<file path="config.mk">
export PLATFORM = sky130hd
export DESIGN_NAME = ee357_sign_extend_16_to_32
export DESIGN_NICKNAME = d
export VERILOG_FILES = /design/src/rtl/ee357_sign_extend_16_to_32.sv
export SDC_FILE = /design/constraint.sdc
export NUM_CORES = 1
export LEC_CHECK = 0
export ABC_AREA = 0
export BUFFER_PORTS_ARGS = -buffer_cell sky130_fd_sc_hd__clkbuf_2
export CAP_MARGIN = 5
export CORE_MARGIN = 1.5
export CORE_UTILIZATION = 38
export CTS_BUF_LIST = sky130_fd_sc_hd__clkbuf_8
export CTS_CLUSTER_SIZE = 8
export DETAILED_ROUTE_END_ITERATION = 8
export GPL_TIMING_DRIVEN = 0
export PLACE_DENSITY = 0.83
export SETUP_SLACK_MARGIN = 0.02
export SLEW_MARGIN = 20
export SYNTH_ARGS = -nofsm -noshare
export SYNTH_HDL_FRONTEND = slang
export SYNTH_SLANG_ARGS = --single-unit
</file>
<file path="constraint.sdc">
create_clock -name clk -period 1.5 [get_ports clk]
set_input_delay 0.15 -clock clk [delete_from_list [all_inputs] [get_ports clk]]
set_output_delay 0.15 -clock clk [all_outputs]
set_load 0.02 [all_outputs]
</file>
<file path="src/rtl/ee357_sign_extend_16_to_32.sv">
// ee357_sign_extend_16_to_32: combinational sign extension plus registered extend/shift path
module ee357_sign_extend_16_to_32 #(
  parameter int SHIFT_AMT = 2
) (
  input  logic        clk,
  input  logic        rst,
  input  logic [15:0] in,
  output logic [31:0] out,
  input  logic        in_valid,
  input  logic        zext,
  output logic [31:0] out_q,
  output logic [31:0] out_q_shl,
  output logic        out_valid
);
  logic [31:0] ext;
  // zero-latency sign extension, independent of the registered path
  always_comb out = {{16{in[15]}}, in};
  // mode-selected extension feeding the capture registers
  always_comb ext = zext ? {16'h0000, in} : {{16{in[15]}}, in};
  // capture on in_valid; reset wins and clears everything
  always_ff @(posedge clk) begin
    if (rst) begin
      out_q     <= '0;
      out_q_shl <= '0;
      out_valid <= 1'b0;
    end else begin
      out_valid <= in_valid;
      if (in_valid) begin
        out_q     <= ext;
        out_q_shl <= ext << SHIFT_AMT;
      end
    end
  end
endmodule

</file>
## Word-level counts from Yosys, hierarchy flattened

Index checks and enable logic that the tools add are counted.

| word-level totals | value |
|---|---|
| register bits | 63 |
| bits in latches | 0 |
| memory bits (writable) | 0 |
| bits in read-only memories | 0 |
| bits of input ports | 20 |
| output and inout bits | 97 |
| word-level logic and storage cells | 4 |
| memories kept | 0 |

| cells by class | value |
|---|---|
| add/subtract/negate cells | 0 |
| multipliers | 0 |
| div/mod/pow operators | 0 |
| order comparisons | 0 |
| eq/ne operators | 0 |
| shift-type cells | 0 |
| multiplexer cells | 1 |
| bitwise logic cells | 0 |
| reductions and logical operators | 0 |

Operators with widths:

| kind | count |
|---|---|
| $mux 32 | 1 |

## Depth between registers and ports, before layout

| depth | value |
|---|---|
| depth after elaboration | 1 |
| depth in mapped cells | 4 |
| gate-level depth less buffers | 2 |

## Worst setup path before layout

Ideal clock, no wire load.

| path | value |
|---|---|
| path type | flip-flop to output port |
| from | register out_q[30] (netlist name) |
| to | output out_q[17] |
| arrival time | 1.154 ns |
| data required time | 1.350 ns |
| slack | 0.196 ns |
| stages on the path, launching flop included | 2 |
| path through | dfxtp_1 > buf_4 |

RTL lines:

| what | line | RTL |
|---|---|---|
| end, declared | 11 | `output logic [31:0] out_q,` |

==> out/metrics.csv <==
metric;value;unit
Worst VDD drop;619;uV
Clk pin slew, worst setup/hold paths;70;ps
DRC violations left;0;
overflow left after global routing;0;
# diodes;0;
post-route ant nets;0;
core area;3100;sq um
Pwr Density;748;nW/um^2
fin crit share;82.3;%
Core Util, Final;62.2;%
Yosys top cell area share;47.4;%
IO buf count;112;
WP data required;1350;ps
Clock Skews;0;ps
setup TNS;0;ps
Post-synth EDFFs;0;
Pwr Total;1440;uW
Crit. End Element;output pin;
crit path DAT;1080;ps
Synth Register Bits;18;
met1 Use GR;12.8;%
Area contributors post-synth;buf_4, dfxtp_1, mux2i_1;
Inst Count DP;295;
total CTS buffers;3;
IO Pins;117;
post-synthesis sequential area ratio;28.8;%
fmax;810;MHz
Root Buffer;clkbuf_8;
layout cell share with drive strength beyond 1;79.2;%
Syn Std Cell Area;1250;sq um
clk_lat worst skew;240;ps
CP Class;register to output pin;
pin count of the biggest net entering global routing;32;
Vias/cell;3.76;
Total GRT Usage;11.9;%
fin crit period;1230;ps
Distinct cells, synth;12;
Yosys warning count;0;
initial antenna violation count;0;
CP startpoint kind;register;
Setup violations, final;0;
number of global-route vias before repair;811;
Initial Util;40.3;%
die height;60.4;um
DP HPWL;2110;um
DRT Wirelength;2510;um
maxcap violations;0;
fin cells;299;
Synth async-reset ratio;0;%
final net count;276;
most frequent cell after synthesis;buf_4;
clock tree buffer depth;2;
RD Place Congestion;0.647;
final hold vios;0;
Hold Buf Count CTS;0;
Via Count;1123;
Layout area overhead;54.2;%
die width;60.4;um
RSZ-0062 raised after global routing;no;
most area-hungry cell type in the Yosys netlist;buf_4;
Die Area;3650;sq um
synthesized instance count;138;
CTS Sinks;18;
leakage power;0.00123;uW
CTS tree;yes;
status;completed;
Synth top cells by count;buf_4, dfxtp_1, mux2i_1, nor2_1, buf_2;
# H-tree levels;1;
Slew Viols, Final;0;
Syn Area/Cell;9.07;sq um
post-CTS setup repair buffer count;0;
GRT met3 Usage;2.56;%
post-CTS sizing;1;
worst-path maximum fanout;31;
post-DR wirelength/cell;8.41;um
GR met2 Demand/Resource;23.3;%
gr busiest metal;met2;
initial drt markers;14;
Hold Path Class;input pin to register;
drt pass-1 iters;2;
row count;20;
global-route wire length before repair;3390;um
ys flop type;dfxtp_1;
[registers in the layout (all words and copies together) (netlist names)]
name,flops
out_valid,1
out_q,17
[layer usage]
metal  up-vias  part of all wire [%]
li1        585                     -
met1       473                    38
met2        65                    51
met3         0                    12
met4         0                     0
met5         -                     0
[worst max-delay path, stage by stage (launching register included)]
cell and delay (ps):
dfxtp_4 520, buf_4 160, clkbuf_2 160
[kinds of logic after synthesis]
| family | Yosys count | share of synthesized area, % |
|---|---|---|
| other cells | 1 | 0.300 |
| simple gates | 19 | 6.70 |
| buf+inv | 83 | 50.7 |
| mux | 16 | 12.8 |
| flops | 18 | 28.8 |
| compound gates | 1 | 0.700 |
[layout make-up]
type,instances,area (sq um)
tap,44,55.1
timing repair buffer,112,561
multi-input combinational,38,260
fill,293,1170
sequential,18,364
clock buffer,4,55.1
buffer,83,634
[worst paths after layout]
kind,startpoint,end,slack [ps],cells past startpoint
hold / removal,in[0],out_q[0],150,3
setup / recovery,out_q[30],out_q[27],270,2
hold reg to reg,out_q[0],out_q[0],520,2
setup reg to reg,out_q[30],out_q[30],690,2
[report_power, final]
part / total, uW / internal (uW) / switching (uW)
logic: 529 / 247 / 282
registers: 532 / 505 / 26.5
clock network: 383 / 232 / 151
[per-stage QoR]
step	hold slack, ps	area, sq um	setup WS (ps)
global placement	401	1870	75.8
finish	152	1930	266
detailed placement	411	1870	36.0
floorplan	297	1250	196
global route	156	1930	194
CTS	153	1930	88.5
[cells in the final DEF (no fill, tap or decap), drive strengths merged]
cell    Yosys  final
conb        1      2
clkbuf      0    116
dfxtp      18     18
nand2b      1      1
nor2b       1      1
nand3b      1      1
nor2       16     16
mux2i      16     16
buf        83     83
a21oi       1      1
(Power assumes the default switching activity.)
